**config.mk**
```make
export PLATFORM = sky130hd
export DESIGN_NAME = status_flags_reg
export DESIGN_NICKNAME = d
export VERILOG_FILES = /design/src/rtl/flags_pkg.sv /design/src/rtl/flags_save_stack.sv /design/src/rtl/status_flags_reg.sv
export SDC_FILE = /design/constraint.sdc
export NUM_CORES = 1
export LEC_CHECK = 0
export ABC_CLOCK_PERIOD_IN_PS = 1850
export CAP_MARGIN = 20
export CORE_MARGIN = 4
export CORE_UTILIZATION = 31
export DETAILED_ROUTE_END_ITERATION = 8
export GPL_ROUTABILITY_DRIVEN = 0
export PLACE_DENSITY = 0.85
export SLEW_MARGIN = 20
export SYNTH_ARGS = -nofsm -noshare
export SYNTH_HDL_FRONTEND = slang
export SYNTH_SLANG_ARGS = --single-unit
```
**constraint.sdc**
```tcl
create_clock -name clk -period 1.85 [get_ports clk]
set_input_delay 0.185 -clock clk [delete_from_list [all_inputs] [get_ports clk]]
set_output_delay 0.185 -clock clk [all_outputs]
set_load 0.02 [all_outputs]
```
**src/rtl/flags_pkg.sv**
```systemverilog
// Shared constants for the 8086 FLAGS register: bit positions, masks,
// control-op encoding and per-flag update-enable indices.
package flags_pkg;

   localparam int unsigned FLAGS_W = 16;
   localparam int unsigned CTL_W   = 3;
   localparam int unsigned UM_W    = 6;

   localparam int unsigned CF_BIT = 0;
   localparam int unsigned PF_BIT = 2;
   localparam int unsigned AF_BIT = 4;
   localparam int unsigned ZF_BIT = 6;
   localparam int unsigned SF_BIT = 7;
   localparam int unsigned TF_BIT = 8;
   localparam int unsigned IF_BIT = 9;
   localparam int unsigned DF_BIT = 10;
   localparam int unsigned OF_BIT = 11;

   localparam logic [FLAGS_W-1:0] FLAGS_WMASK = 16'h0FD5;
   localparam logic [FLAGS_W-1:0] FLAGS_RESET = 16'hF002;

   localparam int unsigned UM_CF = 0;
   localparam int unsigned UM_PF = 1;
   localparam int unsigned UM_AF = 2;
   localparam int unsigned UM_ZF = 3;
   localparam int unsigned UM_SF = 4;
   localparam int unsigned UM_OF = 5;

   typedef enum logic [CTL_W-1:0] {
      CTL_NOP = 3'd0,
      CTL_CLC = 3'd1,
      CTL_STC = 3'd2,
      CTL_CMC = 3'd3,
      CTL_CLI = 3'd4,
      CTL_STI = 3'd5,
      CTL_CLD = 3'd6,
      CTL_STD = 3'd7
   } flag_ctl_e;

   // x86 PF: set when the low result byte holds an even number of ones
   function automatic logic even_parity(input logic [7:0] b);
      return ~^b;
   endfunction

endpackage

```
**src/rtl/flags_save_stack.sv**
```systemverilog
// LIFO of FLAGS words used to save/restore flags on interrupt entry/exit.
// Illegal requests (push+pop together, push when full, pop when empty) pulse err.
module flags_save_stack
   import flags_pkg::*;
#(
   parameter int unsigned DEPTH = 4,
   parameter int unsigned CNT_W = $clog2(DEPTH + 1)
) (
   input  logic               clk,
   input  logic               rst,
   input  logic               push,
   input  logic               pop,
   input  logic [FLAGS_W-1:0] data,
   output logic [FLAGS_W-1:0] top_c,
   output logic               pop_ok_c,
   output logic [CNT_W-1:0]   count,
   output logic               full,
   output logic               empty,
   output logic               err
);

   localparam int unsigned PTR_W = (DEPTH > 1) ? $clog2(DEPTH) : 1;

   logic [FLAGS_W-1:0] mem [DEPTH];
   logic [CNT_W-1:0]   count_nxt;
   logic [CNT_W-1:0]   top_idx;
   logic               push_ok;
   logic               err_c;

   assign push_ok  = push & ~pop & ~full;
   assign pop_ok_c = pop & ~push & ~empty;
   assign err_c    = (push & pop) | (push & full) | (pop & empty);
   assign top_idx  = count - CNT_W'(1);
   assign top_c    = mem[top_idx[PTR_W-1:0]];

   always_comb begin
      count_nxt = count;
      if (push_ok)
         count_nxt = count + CNT_W'(1);
      else if (pop_ok_c)
         count_nxt = count - CNT_W'(1);
   end

   // Storage carries no reset; contents are meaningless once count drops.
   always_ff @(posedge clk) begin
      if (push_ok)
         mem[count[PTR_W-1:0]] <= data;
   end

   // full/empty are derived from the next count so they track count exactly.
   always_ff @(posedge clk or posedge rst) begin
      if (rst) begin
         count <= '0;
         full  <= 1'b0;
         empty <= 1'b1;
         err   <= 1'b0;
      end else begin
         count <= count_nxt;
         full  <= (count_nxt == CNT_W'(DEPTH));
         empty <= (count_nxt == '0);
         err   <= err_c;
      end
   end

endmodule

```
**src/rtl/status_flags_reg.sv**
```systemverilog
// 8086 FLAGS register: masked arithmetic updates, control-flag ops, POPF load
// and an optional save stack enabled by defining FLAGS_STACK_EN.
module status_flags_reg
   import flags_pkg::*;
#(
   parameter int unsigned DATA_W      = 16,
   parameter int unsigned STACK_DEPTH = 4
) (
   input  logic                               clk,
   input  logic                               rst,
   input  logic [DATA_W-1:0]                  alu_result,
   input  logic                               byte_op,
   input  logic                               carry_in,
   input  logic                               aux_carry_in,
   input  logic                               overflow_in,
   input  logic [UM_W-1:0]                    update_mask,
   input  logic [CTL_W-1:0]                   ctl_op,
   input  logic                               load_en,
   input  logic [FLAGS_W-1:0]                 load_data,
   input  logic                               push,
   input  logic                               pop,
   output logic [FLAGS_W-1:0]                 flags_out,
   output logic                               cf,
   output logic                               pf,
   output logic                               af,
   output logic                               zf,
   output logic                               sf,
   output logic                               tf,
   output logic                               if_flag,
   output logic                               df,
   output logic                               of,
   output logic [$clog2(STACK_DEPTH+1)-1:0]   stack_count,
   output logic                               stack_full,
   output logic                               stack_empty,
   output logic                               stack_err
);

   localparam int unsigned CNT_W = $clog2(STACK_DEPTH + 1);

   logic [FLAGS_W-1:0] flags;
   logic [FLAGS_W-1:0] flags_nxt;
   logic [FLAGS_W-1:0] arith;
   logic [FLAGS_W-1:0] stack_top;
   logic               pop_take;
   logic               byte_sel;
   logic               zf_c;
   logic               sf_c;
   flag_ctl_e          ctl;

   assign ctl      = flag_ctl_e'(ctl_op);
   assign byte_sel = byte_op | (DATA_W == 8);
   assign zf_c     = byte_sel ? (alu_result[7:0] == 8'h00) : (alu_result == '0);
   assign sf_c     = byte_sel ? alu_result[7] : alu_result[DATA_W-1];

`ifdef FLAGS_STACK_EN
   flags_save_stack #(
      .DEPTH (STACK_DEPTH),
      .CNT_W (CNT_W)
   ) u_stack (
      .clk      (clk),
      .rst      (rst),
      .push     (push),
      .pop      (pop),
      .data     (flags),
      .top_c    (stack_top),
      .pop_ok_c (pop_take),
      .count    (stack_count),
      .full     (stack_full),
      .empty    (stack_empty),
      .err      (stack_err)
   );
`else
   logic stack_unused;

   assign stack_unused = push ^ pop;
   assign stack_top    = FLAGS_RESET;
   assign pop_take     = 1'b0;
   assign stack_count  = CNT_W'(0);
   assign stack_full   = 1'b0;
   assign stack_empty  = 1'b1;
   assign stack_err    = 1'b0;
`endif

   // Arithmetic flags first, then the control op so it overrides CF.
   always_comb begin
      arith = flags;
      if (update_mask[UM_CF]) arith[CF_BIT] = carry_in;
      if (update_mask[UM_PF]) arith[PF_BIT] = even_parity(alu_result[7:0]);
      if (update_mask[UM_AF]) arith[AF_BIT] = aux_carry_in;
      if (update_mask[UM_ZF]) arith[ZF_BIT] = zf_c;
      if (update_mask[UM_SF]) arith[SF_BIT] = sf_c;
      if (update_mask[UM_OF]) arith[OF_BIT] = overflow_in;
      case (ctl)
         CTL_CLC: arith[CF_BIT] = 1'b0;
         CTL_STC: arith[CF_BIT] = 1'b1;
         CTL_CMC: arith[CF_BIT] = ~flags[CF_BIT];
         CTL_CLI: arith[IF_BIT] = 1'b0;
         CTL_STI: arith[IF_BIT] = 1'b1;
         CTL_CLD: arith[DF_BIT] = 1'b0;
         CTL_STD: arith[DF_BIT] = 1'b1;
         default: ;
      endcase

      flags_nxt = (arith & FLAGS_WMASK) | FLAGS_RESET;
      if (pop_take)
         flags_nxt = (stack_top & FLAGS_WMASK) | FLAGS_RESET;
      else if (load_en)
         flags_nxt = (load_data & FLAGS_WMASK) | FLAGS_RESET;
   end

   always_ff @(posedge clk or posedge rst) begin
      if (rst)
         flags <= FLAGS_RESET;
      else
         flags <= flags_nxt;
   end

   assign flags_out = flags;
   assign cf        = flags[CF_BIT];
   assign pf        = flags[PF_BIT];
   assign af        = flags[AF_BIT];
   assign zf        = flags[ZF_BIT];
   assign sf        = flags[SF_BIT];
   assign tf        = flags[TF_BIT];
   assign if_flag   = flags[IF_BIT];
   assign df        = flags[DF_BIT];
   assign of        = flags[OF_BIT];

endmodule

```
# Word level (Yosys, flattened, before mapping)
# Cells that the tools add are included.
[word_totals]
output_inout_bits = 31
input_bits = 50
regBits = 16
elab_cells = 41
[classes]
reduce_logical = 11
n_bitwise = 1
n_mux = 12
eq_ne = 7
[op_table]
columns = ["operator", "count"]
rows = [
  ["16-bit logical NOT", 1],
  ["3-bit == test (second input constant)", 4],
  ["12-bit two-way mux", 1],
  ["2-bit nonzero test", 5],
  ["8-bit logical NOT", 1],
  ["1-bit two-way mux", 8],
  ["8-bit XNOR reduction", 1],
  ["3-bit by 2-bit == test with 1-bit output (second input constant)", 2],
  ["3-bit nonzero test", 2],
  ["5-bit nonzero test", 1],
  ["1-bit one-hot mux with 2 select lines", 2],
  ["3-bit by 1-bit == test with 1-bit output (second input constant)", 1],
  ["1-bit one-hot mux with 3 select lines", 1],
  ["1-bit NOT", 1],
]

# Longest topological paths before layout
# Gate-level depths: netlist of the first run.
[logic_depth]
word_depth = 4
mapped_depth = 5
mapped_depth_nobuf = 5

# Worst setup path before layout of the first run
# Ideal clock, no wire load.
[synth_timing]
path_kind = "reg-to-reg"
start = "reg flags[0], in the netlist flags_out[0]"
end = "reg flags[0], in the netlist flags_out[0]"
path_buffers = 0
arrival_ps = 924
t_required_ps = 1764
setup_slack_ps = 840
setup_time_ps = 86
period_less_slack_ps = 1010
path_stages_with_launch = 4
cell_sequence = "dfrtp_1 -> a211oi_1 -> a22oi_1 -> a32oi_1"
[synth_between]
elab_chain_len = 3
[synth_rtl]
columns = ["item", "line", "text"]
rows = [
  ["start, declared", "status_flags_reg.sv:40", "logic [FLAGS_W-1:0] flags;"],
  ["start signal, assigned", "status_flags_reg.sv:115", "flags <= flags_nxt;"],
  ["1-bit NOT", "status_flags_reg.sv:96", "CTL_CMC: arith[CF_BIT] = ~flags[CF_BIT];"],
  ["1-bit one-hot mux with 3 select lines", "status_flags_reg.sv:93", "case (ctl)"],
  ["12-bit two-way mux", "status_flags_reg.sv:107", "else if (load_en)"],
]
# Every way passes these cells.
# A chain may end at the register's enable or synchronous reset.

# Worst setup path after layout of the first run
[layout_timing]
start = "reg flags[0], in the netlist flags_out[0]"
end = "out cf"
[layout_lines]
columns = ["item", "line", "text"]
rows = [
  ["end, declared", "status_flags_reg.sv:23", "output logic cf,"],
]
# No word-level cell between the ends.

==> results.tsv, run 1 <==
stage	metric	value	unit
logic_synthesis	top cells by count, synth	buf_4, inv_1, dfrtp_1	
logic_synthesis	Syn Inst Count	90	
worst_setup_path	critical path arrival	1.25	ns
logic_synthesis	number of unique standard cell types used by synthesis	25	
global_route	first-pass GRT wire length	3160	µm
clocking	Clock Tree Root	clkbuf_4	
global_route	gr ovfl total	0	
drt	antenna-violating nets left	0	
logic_synthesis	most common cell in the netlist	buf_4	
die	core box area	2297	µm²
sta	clk_skew	0	ns
drt	Vias	741	
logic_synthesis	ys flop type	dfrtp_1	
sta	max-slew violations	0	
clocking	CTS clk-pin slew, worst paths	0.06	ns
drt	Initial DRC Count	17	
clocking	# hold bufs at CTS	0	
logic_synthesis	Post-synth EDFFs	0	
clocking	CTS Buf Count	3	
sta	final worst path period need	1.439	ns
worst_setup_path	Critical-path top delay cell	clkdlybuf4s50_1	
clocking	Skew-Pair Late Insertion Delay	0.25	ns
final_layout	P&R area growth vs syn	65.92	%
pwr	total power	712.7	µW
outcome	result of the run	completed	
worst_setup_path	CP endpoint kind	output port	
worst_setup_path	internal reg-to-reg setup slack	0.83	ns
worst_setup_path	cells on worst reg2reg path	3	
logic_synthesis	top post-synthesis cells by area	dfrtp_1, buf_4, ha_1	
logic_synthesis	area of the mapped netlist	782.0	µm²
clocking	CTS tree	yes	
worst_hold_path	worst min path class	input port to asynchronous set/reset pin	
drt	wire per inst	11.78	µm
drt	drt first pass iters	2	
die	Initial Utilization	0.3404	
logic_synthesis	Synth area leader	dfrtp_1	
pwr	Peak VDD IR	0.3090	mV
final_layout	layout cells sized above 1	0.05714	
clocking	clock tree sinks	9	
worst_setup_path	Req. time, crit path	1.66	ns
die	Die Wd	58.23	µm
final_layout	# diodes	0	
worst_setup_path	CP Cell Sequence	clkdlybuf4s50_1	
logic_synthesis	ys async rst share	1.000	
clocking	Bufs on Longest Clock Path	2	
pwr	static leakage	0.0005912	µW
final_layout	max reg flops	9	
clocking	# Post-CTS Setup Buffers	0	
sta	final hold violation count	0	
worst_setup_path	CP Class	register to output port	
die	die height	58.23	µm
global_route	vias in the first global route	752	
sta	RSZ-0062 raised after global routing	false	
final_layout	number of nets in the layout	195	
die	Rows	17	
global_route	Tot GR Track Use	0.1208	
logic_synthesis	syn avg cell area	8.689	µm²
sta	Setup violations, final	0	
place	dpl hpwl	1768	µm
drt	Post-Route WL	1979	µm
worst_setup_path	worst r2r dst	flags_out[0]$_DFFE_PP0P_	
sta	setup TNS	0	ns
drt	# DRC	0	
place	Port Buffer Count	58	
sta	Tcrit/Tclk final	0.7781	
drt	Via density	4.411	
worst_setup_path	Slowest Stage Delay on Critical Path	0.62	ns
global_route	largest net degree at the start of global routing	13	
logic_synthesis	Syn. warnings	0	
global_route	initial antenna violation count	0	
worst_setup_path	CP Buf/Inv Count	1	
clocking	CTS H-tree lvls	1	
pwr	power per cell area	549.3	nW/µm²
worst_setup_path	worst r2r src	flags_out[0]$_DFFE_PP0P_	
worst_setup_path	Setup crit start kind	register	
flow_run	Max Cap Viol	0	
die	die footprint	3390	µm²
logic_synthesis	Yosys top cell area share	0.2880	
die	boundary pin count	81	
logic_synthesis	Yosys reg bits	9	
worst_setup_path	delay-heaviest family, CP	buffers and inverters	
logic_synthesis	sequential area share after synthesis	0.2880	
clocking	post-CTS sizing	0	
worst_setup_path	peak fanout along the critical path	4	
sta	Fmax	0.6947	GHz
## layout make-up
class / count / area [µm²]
Timing Repair Buffer: 59 / 588.1
Inverter: 11 / 41.29
Sequential cell: 9 / 225.2
Tap cell: 28 / 35.03
Multi-Input combinational cell: 57 / 381.6
Clock buffer: 4 / 26.28
Fill cell: 212 / 999.7
## worst max-delay path by stage
stage / end / slack (ns) / cells past startpoint / from
5_1_grt: flags_out[0] / 0.33 / 1 / flags_out[0]$_DFFE_PP0P_
3_5_place_dp: flags_out[2]$_DFFE_PP0P_ / 0.24 / 6 / alu_result[7]
3_3_place_gp: flags_out[2]$_DFFE_PP0P_ / 0.27 / 6 / alu_result[7]
4_1_cts: cf / 0.39 / 1 / flags_out[0]$_DFFE_PP0P_
2_1_floorplan: flags_out[0]$_DFFE_PP0P_ / 0.84 / 3 / flags_out[0]$_DFFE_PP0P_
6_report: cf / 0.41 / 1 / flags_out[0]$_DFFE_PP0P_
## per-layer routing
| layer | track usage | vias to the layer above | routed length (µm) |
|---|---|---|---|
| met4 | 0.05960 | 0 | 36 |
| met3 | 0.04009 | 4 | 276 |
| met1 | 0.1263 | 324 | 758 |
| met2 | 0.2145 | 51 | 908 |
| li1 | - | 362 | - |
| met5 | 0 | - | 0 |
## cell families (layout without fill, tap and decap cells)
logic type / Yosys count / count (layout) / share of synthesized area
buffers and inverters: 35 / 74 / 0.2768
AND/OR/NAND/NOR: 16 / 16 / 0.1152
AO/OA/AOI/OAI: 15 / 15 / 0.1344
flip-flops: 9 / 9 / 0.2880
multiplexers: 6 / 6 / 0.07840
adder cells (fa/ha/maj): 4 / 4 / 0.06400
XOR/XNOR: 3 / 3 / 0.03361
other: 2 / 13 / 0.009604
## report_power, final
part | switching [µW] | internal, µW
Combinational | 150 | 182
Clock | 64.7 | 82.9
Sequential | 16.2 | 217
## cells in the final DEF, fill, tap and decap left out, types with 2 or more instances in the layout
cell / n
clkdlybuf4s50_1: 58
conb_1: 13
inv_1: 11
dfrtp_1: 9
nand2_1: 6
mux2i_1: 5
o21ai_0: 5
ha_1: 4
nor2_1: 3
clkbuf_4: 3
a211oi_1: 2
nor4_2: 2
a21oi_1: 2
xnor2_1: 2
a22oi_1: 2
nand2b_1: 2
## metrics by stage
step                      instance area, µm²  instances  hold slack (ns)    util  setup WS [ns]
final                                   1297        168           0.1965  0.5648         0.4106
after global routing                    1297        168           0.2245  0.5648         0.3332
after CTS                               1297        168           0.2042  0.5648         0.3937
after detailed placement                1271        164           0.4721  0.5534         0.2414
after global placement                  1271        164           0.4653  0.5534         0.2651
after floorplan                        823.3        101          0.01292       -         0.8402
Power figures use the tool's default switching activity.
==> inputs of run 2 (changes only) <==
--- a/config.mk
+++ b/config.mk
@@ -5,13 +5,13 @@
 export SDC_FILE = /design/constraint.sdc
 export NUM_CORES = 1
 export LEC_CHECK = 0
-export ABC_CLOCK_PERIOD_IN_PS = 1850
+export ABC_CLOCK_PERIOD_IN_PS = 1200
 export CAP_MARGIN = 20
 export CORE_MARGIN = 4
-export CORE_UTILIZATION = 31
+export CORE_UTILIZATION = 26
 export DETAILED_ROUTE_END_ITERATION = 8
 export GPL_ROUTABILITY_DRIVEN = 0
-export PLACE_DENSITY = 0.85
+export PLACE_DENSITY = 0.76
 export SLEW_MARGIN = 20
 export SYNTH_ARGS = -nofsm -noshare
 export SYNTH_HDL_FRONTEND = slang
==> constraint.sdc (replaced) <==
create_clock -name clk -period 1.2 [get_ports clk]
set_input_delay 0.12 -clock clk [delete_from_list [all_inputs] [get_ports clk]]
set_output_delay 0.12 -clock clk [all_outputs]
set_load 0.02 [all_outputs]
==> run 2 against run 1 <==
Combinational power increased by 47%. Wire length grew 9.0%. Sequential share of layout area down 0.25 points. Non-clock buffer count increased by 2. Critical path depth is 5 higher. Register-to-register slack got worse by 0.61 ns. Global-route usage is 1.3 points lower. Largest cell class unchanged.
==> results.tsv, run 2 (synthesis results as in run 1) <==
stage	metric	value	unit
outcome	result of the run	completed	
die	Initial Utilization	0.2788	
sta	max-slew violations	0	
pwr	power per cell area	822.4	nW/µm²
clocking	Skew-Pair Late Insertion Delay	0.26	ns
drt	antenna-violating nets left	0	
clocking	CTS H-tree lvls	1	
flow_run	Max Cap Viol	0	
worst_setup_path	peak fanout along the critical path	1	
clocking	CTS Buf Count	3	
place	DP Area	1290	µm²
sta	Setup violations, final	0	
final_layout	max reg flops	9	
clocking	# hold bufs at CTS	0	
die	boundary pin count	81	
final_layout	Layout Cells excl Fill	173	
clocking	Clock Tree Root	clkbuf_4	
sta	Fmax	0.8544	GHz
clocking	Bufs on Longest Clock Path	2	
worst_setup_path	Req. time, crit path	1.34	ns
worst_setup_path	worst r2r dst	flags_out[0]$_DFFE_PP0P_	
clocking	CTS clk-pin slew, worst paths	0.07	ns
drt	Vias	744	
worst_setup_path	CP Cell Sequence	clkdlybuf4s50_1 -> inv_1 -> ha_1 -> xnor2_2 -> xnor2_1 -> o21ai_1	
drt	Via density	4.301	
place	Placed Cells	169	
global_route	initial antenna violation count	0	
drt	Post-Route WL	2157	µm
worst_setup_path	cells on worst reg2reg path	3	
worst_setup_path	CP Buf/Inv Count	2	
pwr	NetSw	372.2	µW
sta	clk_skew	0	ns
final_layout	# diodes	0	
clocking	CTS tree	yes	
worst_setup_path	internal reg-to-reg setup slack	0.22	ns
worst_setup_path	CP Class	input port to register	
pwr	Peak VDD IR	0.2821	mV
global_route	gr ovfl total	0	
die	Rows	19	
sta	final hold violation count	0	
drt	drt first pass iters	3	
sta	final worst path period need	1.170	ns
final_layout	number of nets in the layout	197	
drt	Initial DRC Count	8	
final_layout	layout cells sized above 1	0.08451	
global_route	Tot GR Track Use	0.1075	
worst_setup_path	Setup crit start kind	input port	
sta	WHS	0.1277	ns
drt	# DRC	0	
pwr	Clock power frac	0.220	
die	die height	62.84	µm
final_layout	P&R area growth vs syn	68.32	%
die	die footprint	3949	µm²
die	Die Wd	62.84	µm
final_layout	fin area	1316	µm²
place	Port Buffer Count	58	
sta	setup TNS	0	ns
worst_hold_path	worst min path class	input port to asynchronous set/reset pin	
sta	Tcrit/Tclk final	0.9753	
clocking	clock tree sinks	9	
global_route	largest net degree at the start of global routing	10	
sta	RSZ-0062 raised after global routing	false	
global_route	vias in the first global route	849	
pwr	Logic pwr share	0.451	
worst_setup_path	CP endpoint kind	register	
worst_setup_path	critical path arrival	1.31	ns
place	dpl hpwl	1941	µm
final_layout	most common cell after layout, fill and taps aside	clkdlybuf4s50_1	
global_route	first-pass GRT wire length	3401	µm
pwr	static leakage	0.0006503	µW
worst_setup_path	worst r2r src	flags_out[0]$_DFFE_PP0P_	
worst_setup_path	Critical-path top delay cell	clkdlybuf4s50_1	
final_layout	commonest cells after routing, fill and taps aside	clkdlybuf4s50_1, dlygate4sd2_1, conb_1	
pwr	Flop pwr share	0.330	
worst_setup_path	delay-heaviest family, CP	buffers and inverters	
pwr	Pint	710.3	µW
drt	wire per inst	12.47	µm
worst_setup_path	Slowest Stage Delay on Critical Path	0.45	ns
pwr	Sw Ratio	0.3438	
die	core box area	2805	µm²
[run 2: power groups by stage]
stage	clock network, µW	registers [µW]	logic [µW]
floorplan	0	402	265
detailed placement	0	366	526
CTS	249	358	484
global placement	0	363	512
global route	273	362	522
finish	238	357	488
[run 2: cell type report]
type	count	area (µm²)
fillers	293	1489
multi-input cells	57	401.6
inverters	11	41.29
flip-flops and latches	9	225.2
repair buffers	61	583.1
clock buffers	4	26.28
well taps	31	38.79
[run 2: how the worst max path moves through the flow]
stage	from	endpoint	slack (ns)	depth (start not counted)
after floorplan	flags_out[0]$_DFFE_PP0P_	flags_out[0]$_DFFE_PP0P_	0.19	3
after global placement	alu_result[7]	flags_out[2]$_DFFE_PP0P_	-0.25	6
after detailed placement	alu_result[2]	flags_out[2]$_DFFE_PP0P_	-0.30	6
after CTS	alu_result[4]	flags_out[2]$_DFFE_PP0P_	0.02	6
after global routing	alu_result[4]	flags_out[2]$_DFFE_PP0P_	0.01	6
final	alu_result[5]	flags_out[2]$_DFFE_PP0P_	0.03	6
[run 2: through the flow]
stage,util,setup WS [ns],power (µW)
floorplan,-,0.1902,666.8
finish,0.4692,0.02963,1082
detailed placement,0.4599,-0.3041,892.7
CTS,0.4612,0.01592,1091
global route,0.4692,0.01272,1157
global placement,0.4599,-0.2509,875.5
[run 2: per-layer routing]
metal,GRT usage,vias to the layer above,wire length [µm]
li1,-,365,-
met2,0.2117,41,1224
met3,0.04496,2,183
met5,0,-,0
met4,0.04132,0,12
met1,0.09467,336,737
[run 2: what timing repair did]
item / 4_1_cts / 5_1_grt
setup endpoints to repair: 19 / 1
gates resized for setup: 19 / 3
pin swaps: 4 / 2
buffers inserted: 0 / 0
[run 2: worst reg2reg max path, stage by stage, from the launching register on]
cell	delay, ns
dfrtp_1	0.40
a211oi_1	0.25
a22oi_1	0.09
a32oi_1	0.16
